File: src/rtl/gpio_ctrl_if.sv
// gpio_ctrl_if: single-word request/acknowledge bus between the core
// load/store unit (master) and the GPIO controller (slave).
interface gpio_ctrl_if #(
  parameter int DATA_W = 32
);
  logic              req;
  logic              we;
  logic [31:0]       addr;
  logic [DATA_W-1:0] wdata;
  logic [DATA_W-1:0] rdata;
  logic              ack;
  logic              err;

  modport master (
    output req, we, addr, wdata,
    input  rdata, ack, err
  );

  modport slave (
    input  req, we, addr, wdata,
    output rdata, ack, err
  );
endinterface

File: src/rtl/gpio_ctrl.sv
// gpio_ctrl: bus-side controller for the 32-bit GPIO output register.
// Decodes OUT/SET/CLR/TGL/IN accesses, sequences atomic read-modify-write
// updates onto the register's in/En port, and returns synchronized pins.
// Optional feature macro: GPIO_EDGE_IRQ_EN adds per-bit rising-edge
// interrupt status (IRQ_EN at 0x14, IRQ_STAT W1C at 0x18) and the irq output.
module gpio_ctrl #(
  parameter logic [31:0] BASE_ADDR = 32'h0000_1000,
  parameter int          DATA_W    = 32
) (
  input  logic              clk,
  input  logic              Rst,
  gpio_ctrl_if.slave        bus,
  input  logic [DATA_W-1:0] gpio_q,
  output logic [DATA_W-1:0] gpio_d,
  output logic              gpio_we,
  input  logic [DATA_W-1:0] pins_in,
  output logic              irq
);

  localparam logic [5:0] OFF_OUT  = 6'h00;
  localparam logic [5:0] OFF_SET  = 6'h04;
  localparam logic [5:0] OFF_CLR  = 6'h08;
  localparam logic [5:0] OFF_TGL  = 6'h0C;
  localparam logic [5:0] OFF_IN   = 6'h10;
  localparam logic [5:0] OFF_IREN = 6'h14;
  localparam logic [5:0] OFF_IRST = 6'h18;

  typedef enum logic [1:0] {IDLE, EXEC, RESP} state_t;

  state_t            state, state_nxt;
  logic              we_r;
  logic [31:0]       addr_r;
  logic [DATA_W-1:0] wdata_r;
  logic [DATA_W-1:0] sync1, sync2;
  logic [DATA_W-1:0] gpio_d_hold;
  logic [DATA_W-1:0] new_d;
  logic [DATA_W-1:0] rd_val;
  logic              gpio_wr;
  logic              dec_err;
  logic              en_sel;
  logic              stat_sel;
  logic              in_win;
  logic [5:0]        off;

`ifdef GPIO_EDGE_IRQ_EN
  logic [DATA_W-1:0] sync3, irq_en, irq_stat;
  logic              irq_q;
`endif

  assign in_win = (addr_r[31:6] == BASE_ADDR[31:6]);
  assign off    = addr_r[5:0];

  // FSM state register; reset drops any access in flight
  always_ff @(posedge clk) begin
    if (Rst) state <= IDLE;
    else     state <= state_nxt;
  end

  // FSM next state: fixed IDLE -> EXEC -> RESP sequence
  always_comb begin
    state_nxt = state;
    case (state)
      IDLE:    if (bus.req) state_nxt = EXEC;
      EXEC:    state_nxt = RESP;
      RESP:    state_nxt = IDLE;
      default: state_nxt = IDLE;
    endcase
  end

  // Request capture; bus fields are only consumed in EXEC so no reset needed
  always_ff @(posedge clk) begin
    if (state == IDLE && bus.req) begin
      we_r    <= bus.we;
      addr_r  <= bus.addr;
      wdata_r <= bus.wdata;
    end
  end

  // Two-flop synchronizer for the asynchronous input pins
  always_ff @(posedge clk) begin
    if (Rst) begin
      sync1 <= '0;
      sync2 <= '0;
    end else begin
      sync1 <= pins_in;
      sync2 <= sync1;
    end
  end

  // Address decode of the latched access; gpio_q read here makes RMW atomic
  always_comb begin
    new_d    = gpio_q;
    rd_val   = '0;
    gpio_wr  = 1'b0;
    dec_err  = 1'b0;
    en_sel   = 1'b0;
    stat_sel = 1'b0;
    if (!in_win || addr_r[1:0] != 2'b00) begin
      dec_err = 1'b1;
    end else begin
      case (off)
        OFF_OUT: begin
          if (we_r) begin
            new_d   = wdata_r;
            gpio_wr = 1'b1;
          end else begin
            rd_val = gpio_q;
          end
        end
        OFF_SET: if (we_r) begin new_d = gpio_q | wdata_r;  gpio_wr = 1'b1; end
        OFF_CLR: if (we_r) begin new_d = gpio_q & ~wdata_r; gpio_wr = 1'b1; end
        OFF_TGL: if (we_r) begin new_d = gpio_q ^ wdata_r;  gpio_wr = 1'b1; end
        OFF_IN: begin
          if (we_r) dec_err = 1'b1;
          else      rd_val  = sync2;
        end
`ifdef GPIO_EDGE_IRQ_EN
        OFF_IREN: begin
          if (we_r) en_sel = 1'b1;
          else      rd_val = irq_en;
        end
        OFF_IRST: begin
          if (we_r) stat_sel = 1'b1;
          else      rd_val   = irq_stat;
        end
`else
        OFF_IREN, OFF_IRST: dec_err = 1'b1;
`endif
        default: dec_err = 1'b1;
      endcase
    end
  end

  // Load enable is suppressed by reset in the same cycle so a dropped access never loads
  assign gpio_we = (state == EXEC) && gpio_wr && !Rst;
  assign gpio_d  = gpio_we ? new_d : gpio_d_hold;

  // Hold the last driven gpio_d between writes
  always_ff @(posedge clk) begin
    if (Rst) gpio_d_hold <= '0;
    else     gpio_d_hold <= gpio_d;
  end

  // Response registers: presented during RESP
  always_ff @(posedge clk) begin
    if (Rst) begin
      bus.ack   <= 1'b0;
      bus.err   <= 1'b0;
      bus.rdata <= '0;
    end else begin
      bus.ack   <= (state == EXEC);
      bus.err   <= (state == EXEC) && dec_err;
      bus.rdata <= (state == EXEC) ? rd_val : '0;
    end
  end

`ifdef GPIO_EDGE_IRQ_EN
  // Edge detect, enable/status registers and registered interrupt; a new edge beats W1C
  always_ff @(posedge clk) begin
    if (Rst) begin
      sync3    <= '0;
      irq_en   <= '0;
      irq_stat <= '0;
      irq_q    <= 1'b0;
    end else begin
      sync3 <= sync2;
      if (state == EXEC && en_sel) irq_en <= wdata_r;
      irq_stat <= (irq_stat & ~((state == EXEC && stat_sel) ? wdata_r : '0))
                | (sync2 & ~sync3);
      irq_q <= |(irq_stat & irq_en);
    end
  end
  assign irq = irq_q;
`else
  assign irq = 1'b0;
`endif

endmodule

File: src/flat_wrapper.sv
// flat-port wrapper written by rule: the top's interface ports become plain ports
module gpio_ctrl_flat 
#(
  parameter logic [31:0] BASE_ADDR = 32'h0000_1000,
  parameter int          DATA_W    = 32
)
  (clk, Rst, gpio_q, gpio_d, gpio_we, pins_in, irq, bus_req, bus_we, bus_addr, bus_wdata, bus_rdata, bus_ack, bus_err);
  gpio_ctrl_if #(.DATA_W(DATA_W)) bus_i ();
  input  logic clk;
  input  logic Rst;
  input  logic [DATA_W-1:0] gpio_q;
  output logic [DATA_W-1:0] gpio_d;
  output logic gpio_we;
  input  logic [DATA_W-1:0] pins_in;
  output logic irq;
  input wire logic [$bits(bus_i.req)-1:0] bus_req;
  input wire logic [$bits(bus_i.we)-1:0] bus_we;
  input wire logic [$bits(bus_i.addr)-1:0] bus_addr;
  input wire logic [$bits(bus_i.wdata)-1:0] bus_wdata;
  output wire logic [$bits(bus_i.rdata)-1:0] bus_rdata;
  output wire logic [$bits(bus_i.ack)-1:0] bus_ack;
  output wire logic [$bits(bus_i.err)-1:0] bus_err;
  assign bus_i.req = bus_req;
  assign bus_i.we = bus_we;
  assign bus_i.addr = bus_addr;
  assign bus_i.wdata = bus_wdata;
  assign bus_rdata = bus_i.rdata;
  assign bus_ack = bus_i.ack;
  assign bus_err = bus_i.err;
  gpio_ctrl #(.BASE_ADDR(BASE_ADDR), .DATA_W(DATA_W)) u_core (.clk(clk), .Rst(Rst), .bus(bus_i), .gpio_q(gpio_q), .gpio_d(gpio_d), .gpio_we(gpio_we), .pins_in(pins_in), .irq(irq));
endmodule
File: config.mk
export PLATFORM = sky130hd
export DESIGN_NAME = gpio_ctrl_flat
export DESIGN_NICKNAME = d
export VERILOG_FILES = /design/src/rtl/gpio_ctrl_if.sv /design/src/rtl/gpio_ctrl.sv /design/src/flat_wrapper.sv
export SDC_FILE = /design/constraint.sdc
export NUM_CORES = 1
export LEC_CHECK = 0
export CORE_UTILIZATION = 35
export CTS_CLUSTER_SIZE = 20
export DETAILED_ROUTE_END_ITERATION = 6
export GPL_TIMING_DRIVEN = 0
export SLEW_MARGIN = 20
export SYNTH_ARGS = -nofsm -noshare
export SYNTH_HDL_FRONTEND = slang
export SYNTH_SLANG_ARGS = --single-unit
File: constraint.sdc
create_clock -name clk -period 9.7 [get_ports clk]
set_input_delay 1.94 -clock clk [delete_from_list [all_inputs] [get_ports clk]]
set_output_delay 1.94 -clock clk [all_outputs]
set_load 0.05 [all_outputs]
==> metrics.md, run 1 <==
| Metric | Value |
|---|---|
| Warnings, synthesis | 0 |
| Most frequent cells in the layout | clkdlybuf4s50_1 (198), inv_1 (137), dfxtp_1 (132) |
| DR vias | 6,588 |
| Final Worst Setup Slack | 2.78 ns |
| Number of synthesized flops with an enable pin | 65 |
| Pwr Density | 152 nW/µm² |
| Max VDD drop | 0.000101 V |
| Vias in the first global route | 6,499 |
| CTS tree | yes |
| Maximum buffer depth of the clock tree | 2 |
| Status | finished clean |
| Worst R2R Start | u_core.we_r |
| Crit path capture | gpio_d[9] |
| MaxCap Viol Count | 0 |
| Synthesized area per cell | 10.7 µm² |
| Proportion of layout cells with a drive suffix above 1 | 0.0583 |
| R2R Setup Slk | 7.11 ns |
| Seq pwr share | 0.479 |
| Synth cell types | 41 |
| FF-to-FF End | u_core.gpio_d_hold[15] |
| Inst Count DP | 1,396 |
| Multi-input gate area | 3800 µm² |
| # resized after CTS | 0 |
| Clock Latency Late Sink | 0.44 ns |
| Clock Skew | 0.0144 ns |
| Final core utilization | 0.482 |
| GRT overflow | 0 |
| Most common cell after layout, fill and taps aside | clkdlybuf4s50_1 |
| Mux cell area share after synthesis | 0.140 |
| Largest net degree at the start of global routing | 23 |
| Initial antenna violation count | 4 |
| Die footprint | 26,900 µm² |
| Initial DRC count | 383 |
| Sw power | 0.000493 W |
| Rows | 58 |
| Post-synthesis cell area | 9170 µm² |
| Die X | 164 µm |
| Slew margin rel. | 0.476 |
| Finished Layout Cells | 1,431 |
| Worst endpoint data arrival time | 4.98 ns |
| Final Hold Fails | 0 |
| CTS buffer count | 17 |
| Crit path kind | in2out |
| Vias per Instance | 4.60 |
| Most used cell, CP | clkdlybuf4s50_1 |
| First-pass GRT wire length | 36,500 µm |
| Synth Area in Simple Gates | 0.122 |
| CP Depth | 9 |
| Slew @ Worst Pin | 0.786 ns |
| Antenna violation net count after detailed routing | 0 |
| Top Ports | 200 |
| Post-Route WL | 23,800 µm |
| DRC | 0 |
| HP Class | reg2reg |
| Synth Register Bits | 197 |
| Reg2reg path depth | 6 |
| GPL Wtd Cong | 0.800 |
| Post-synth top flop | dfxtp_1 |
| Post-synth ARST share | 0 |
| Fin. max-slew vios | 0 |
| Sink Count | 197 |
| IO Port Bufs | 198 |
| Crit path max-delay cell type | clkdlybuf4s50_1 |
| Area Growth Syn to Fin | 33.9% |
| CP endpoint kind | output port |
| H-tree depth | 4 |
| Placed wire-length estimate | 18,500 µm |
| Largest family of logic cells by synthesized area | multiplexers |
| Worst path bufs/invs | 5 |
| Startpoint types | input port |
| Setup repair bufs after CTS | 0 |
| Setup crit start | Rst |
| Syn nets | 1,057 |
| Critical Path RT | 7.76 ns |
| Slowest Stage Delay on Critical Path | 0.85 ns |
| Pre-CTS WS | 2.75 ns |
| Register area | 4590 µm² |
| Chip Height | 164 µm |
| Synth Area in Compound Gates | 0.0640 |
| CP top delay family | buffers and inverters |
| Root buffer cell | clkbuf_16 |
| Post-Syn Instances | 861 |
| CORE AREA | 25,500 µm² |
| Routed WL per cell | 16.6 µm |
| P_leak | 5.49 nW |
| # nets final | 1,281 |
| Switch share | 0.264 |
| Critical-path cell list | clkdlybuf4s50_1 > or3b_1 > clkbuf_1 > nor3_2 > nand3_1 > buf_4 > buf_6 > mux2i_1 > clkdlybuf4s50_1 |
| Tmin final | 6.92 ns |
| Worst-path fanout max | 10 |
| Synth Area in Adders | 0.0873 |
| GRT Util Overall | 0.183 |
| Clk slew on worst S/H paths | 0.07 ns |
| Clock share of power | 0.404 |
| Starting Density | 0.360 |
| Unrepaired setup endpoints after global routing | false |
| Register area share after synthesis | 0.501 |
| Hold_ws | 0.438 ns |
| Fillers | 2,342 |
| XOR/XNOR Fraction of Synth Area | 0 |
| Comb pwr share | 0.117 |
| Endpoints failing setup | 0 |
| Final period util | 0.713 |
| Internal power | 0.00138 W |
| Pre-antenna DRT Iters | 5 |
| FMAX | 145 MHz |
| Hold-fix buffers, CTS | 0 |
-- area by class of cell --
class	instances	share of cell area
antenna	3	0.000611
buffer	54	0.0220
clock buffer	17	0.0346
clock inverter	15	0.0177
inverter	137	0.0419
multi-input combinational	473	0.309
sequential	197	0.374
tap	330	0.0336
timing repair buffer	205	0.166
-- cell families (layout without fill, tap and decap cells) --
family / count (synthesis) / after routing
simple gates: 201 / 201
mux: 122 / 122
other cells: 1 / 4
buf+inv: 191 / 428
flops: 197 / 197
compound gates: 85 / 85
fa+ha+maj: 64 / 64
-- how the worst min path moves through the flow --
stage | from | endpoint | slack [ns] | cells past startpoint
detailed placement | u_core.sync1[8] | u_core.sync2[8] | 0.42 | 1
floorplan | u_core.sync1[0] | u_core.sync2[0] | 0.41 | 1
CTS | u_core.sync1[11] | u_core.sync2[11] | 0.44 | 1
global route | u_core.sync1[12] | u_core.sync2[12] | 0.46 | 1
global placement | u_core.sync1[16] | u_core.sync2[16] | 0.42 | 1
finish | u_core.sync1[11] | u_core.sync2[11] | 0.44 | 1
-- power by group through the flow --
stage / logic [W] / registers (W) / clock network [W]
final: 0.000219 / 0.000895 / 0.000756
after global routing: 0.000242 / 0.000898 / 0.000809
after CTS: 0.000220 / 0.000895 / 0.000774
after detailed placement: 0.000219 / 0.000914 / 0
after global placement: 0.000211 / 0.000918 / 0
after floorplan: 0.000114 / 0.000915 / 0
-- state kept, by name (all words and copies together) (netlist names) --
signal              cells
u_core.bus.err          1
u_core.sync1           32
u_core.state            2
u_core.addr_r          32
u_core.sync2           32
u_core.gpio_d_hold     32
u_core.we_r             1
u_core.wdata_r         32
u_core.bus.rdata       32
u_core.bus.ack          1
-- layer usage --
layer / track usage / up-vias / routed length, µm
met3: 0.0477 / 29 / 1440
met2: 0.294 / 178 / 11200
met5: 0 / - / 13
met4: 0.0564 / 2 / 395
met1: 0.241 / 3074 / 10800
li1: - / 3305 / -
-- synth_stat cells, types with 2 or more instances --
cell type	count	area (µm²)
a2111oi_0	2	17.5
a21boi_0	2	15.0
a21o_1	7	52.6
a222oi_1	16	160
a22o_1	2	17.5
a22oi_1	9	67.6
and3b_1	7	61.3
buf_2	6	30.0
buf_4	2	15.0
buf_6	7	78.8
clkbuf_1	39	146
dfxtp_1	132	2640
edfxtp_1	65	1950
ha_1	64	801
inv_1	137	514
mux2i_1	117	1170
mux4_2	5	113
nand2_1	32	120
nand2b_1	32	200
nand3_1	2	10.0
nand4b_1	2	17.5
nor2_1	40	150
nor2b_1	66	413
nor3_1	2	10.0
nor3_2	2	20.0
nor4_1	7	43.8
o211a_1	2	20.0
o21ai_0	37	185
o21ai_1	2	10.0
o22ai_1	4	25.0
or3b_2	2	17.5
-- per-stage QoR --
| stage | instance area, µm² | setup TNS, ns | total power (W) |
|---|---|---|---|
| 2_1_floorplan | 9170 | 0 | 0.00103 |
| 3_3_place_gp | 11600 | -36.68 | 0.00113 |
| 3_5_place_dp | 11600 | 0 | 0.00113 |
| 4_1_cts | 12300 | 0 | 0.00189 |
| 5_1_grt | 12300 | 0 | 0.00195 |
| 6_report | 12300 | 0 | 0.00187 |
Note: power is estimated with default switching activity, not from simulation.
==> run 2: changes to the inputs <==
- clock period: 9.7 -> 6.4 ns (I/O delays scaled with it)
==> metrics.md, run 2 (synthesis gave the netlist of run 1 again) <==
| Metric | Value |
|---|---|
| Placed wire-length estimate | 18,500 µm (about the same) |
| Unrepaired setup endpoints after global routing | false |
| GRT overflow | 0 (unchanged) |
| Worst R2R Start | u_core.we_r |
| DR vias | 6,563 (-0.38%) |
| IO Port Bufs | 198 (unchanged) |
| Die footprint | 26,900 µm² (unchanged) |
| Area Growth Syn to Fin | 33.7% |
| Most frequent cells in the layout | clkdlybuf4s50_1 (198), inv_1 (137), dfxtp_1 (132) |
| Slew margin rel. | 0.441 (-0.0347) |
| Clock Latency Late Sink | 0.45 ns (about the same) |
| R2R Setup Slk | 3.76 ns (-3.35 ns) |
| Antenna violation net count after detailed routing | 0 (unchanged) |
| Critical Path RT | 5.12 ns (-2.64 ns) |
| Hold-fix buffers, CTS | 0 (unchanged) |
| Reg2reg path depth | 6 (unchanged) |
| P_leak | 5.47 nW (-0.44%) |
| H-tree depth | 4 (unchanged) |
| GPL Wtd Cong | 0.786 (-1.8%) |
| First-pass GRT wire length | 36,100 µm (-1.0%) |
| Top Ports | 200 (unchanged) |
| Fillers | 2,388 (+2.0%) |
| Largest net degree at the start of global routing | 23 (unchanged) |
| Proportion of layout cells with a drive suffix above 1 | 0.0557 (-0.00258) |
| Pre-antenna DRT Iters | 6 (+1) |
| Maximum buffer depth of the clock tree | 2 (unchanged) |
| Endpoints failing setup | 0 (unchanged) |
| Final Hold Fails | 0 (unchanged) |
| Routed WL per cell | 16.9 µm (+1.4%) |
| # nets final | 1,278 (-0.23%) |
| Clk slew on worst S/H paths | 0.08 ns (about the same) |
| GRT Util Overall | 0.182 (-0.000956) |
| Inst Count DP | 1,393 (-0.21%) |
| Setup repair bufs after CTS | 0 (unchanged) |
| Hold_ws | 0.437 ns (-0.000365 ns) |
| CP endpoint kind | output port |
| Starting Density | 0.360 (unchanged) |
| CTS tree | yes |
| Tmin final | 5.61 ns |
| Die X | 164 µm (unchanged) |
| # resized after CTS | 0 (unchanged) |
| Status | finished clean |
| CORE AREA | 25,500 µm² (unchanged) |
| Initial DRC count | 454 (+19%) |
| Rows | 58 (unchanged) |
| Vias per Instance | 4.60 (about the same) |
| Clock Skew | 0.0147 ns (+0.000292 ns) |
| Hold Crit Start | u_core.sync1[5] |
| Final period util | 0.877 |
| WHS Endpoint | u_core.sync2[5] |
| Total power | 0.00280 W (+50%) |
| Hold Crit Depth | 1 (unchanged) |
| Most common cell after layout, fill and taps aside | clkdlybuf4s50_1 |
| Finished Layout Cells | 1,426 (-0.35%) |
| Max VDD drop | 0.000142 V (+41%) |
| DRC | 0 (unchanged) |
| Final core utilization | 0.481 (-0.000688) |
| MaxCap Viol Count | 0 (unchanged) |
| Startpoint types | input port |
| CTS buffer count | 17 (unchanged) |
| HP Class | reg2reg |
| Initial antenna violation count | 2 (-2) |
| Sink Count | 197 (unchanged) |
| Worst endpoint data arrival time | 4.33 ns (-0.65 ns) |
| Post-Route WL | 24,000 µm (+1.0%) |
| Pwr Density | 228 nW/µm² (+50%) |
| FF-to-FF End | u_core.gpio_d_hold[11] |
| Root buffer cell | clkbuf_16 |
| Setup TNS | 0 ns (unchanged) |
| Worst-path fanout max | 10 (unchanged) |
| FMAX | 178 MHz |
| Slew @ Worst Pin | 0.838 ns (+0.0520 ns) |
| Vias in the first global route | 6,324 (-2.7%) |
| Crit path kind | in2out |
| Chip Height | 164 µm (unchanged) |
| Fin. max-slew vios | 0 (unchanged) |
[run 2: changes by cell type in the layout (fill, tap and decap cells not counted), sizes merged]
cell      change
diode         -2
clkinvlp      +2
clkinv        +1
buf           -3
bufinv        -1
inv           -2
[run 2: metal layers]
layer  up-vias  part of all wire  GRT usage
met1      3041              0.45      0.236
li1       3293                 -          -
met2       203              0.47      0.292
met5         -           0.00058          0
met4         2             0.014     0.0585
met3        24             0.072     0.0528
[run 2: through the flow]
stage               setup slack [ns]  cell area [µm²]
detailed placement             0.787            11600
finish                         0.786            12300
CTS                            0.790            12300
global route                   0.675            12300
global placement               0.186            11600
floorplan                       2.06             9180
[run 2: area by class of cell]
class	count	area, µm²	share of cell area
Multi-Input combinational cell	473	3800	0.310
Sequential cell	197	4590	0.375
Timing Repair Buffer	202	2040	0.166
Inverter	137	514	0.0419
Tap cell	330	413	0.0337
Clock inverter	15	199	0.0162
Clock buffer	17	425	0.0347
Buffer	54	270	0.0220
Antenna cell	1	2.50	0.000204
[run 2: how the worst max path moves through the flow]
stage | end | startpoint | cells after the start
3_5_place_dp | gpio_d[10] | Rst | 9
6_report | gpio_d[23] | Rst | 9
4_1_cts | gpio_d[10] | Rst | 9
5_1_grt | gpio_d[23] | Rst | 9
2_1_floorplan | gpio_d[0] | Rst | 7
3_3_place_gp | u_core.addr_r[25] | bus_req | 2
[run 2: power breakdown]
part / internal, W / switching (W)
Combinational: 0.000167 / 0.000166
Sequential: 0.00134 / 0.0000145
Clock: 0.000536 / 0.000577
[run 2: critical path, stage by stage]
cell,delay (ns)
clkdlybuf4s50_1,0.66
or3b_1,0.45
clkbuf_1,0.18
nor3_2,0.13
nand3_1,0.14
buf_4,0.22
buf_6,0.17
mux2i_1,0.24
clkdlybuf4s50_1,0.86
==> run 3: changes to the inputs <==
- CAP_MARGIN: unset -> 20
- SETUP_SLACK_MARGIN: unset -> 0.1
==> results of run 3 <==
The final DEF is identical to that of run 2; final timing and power are the same.
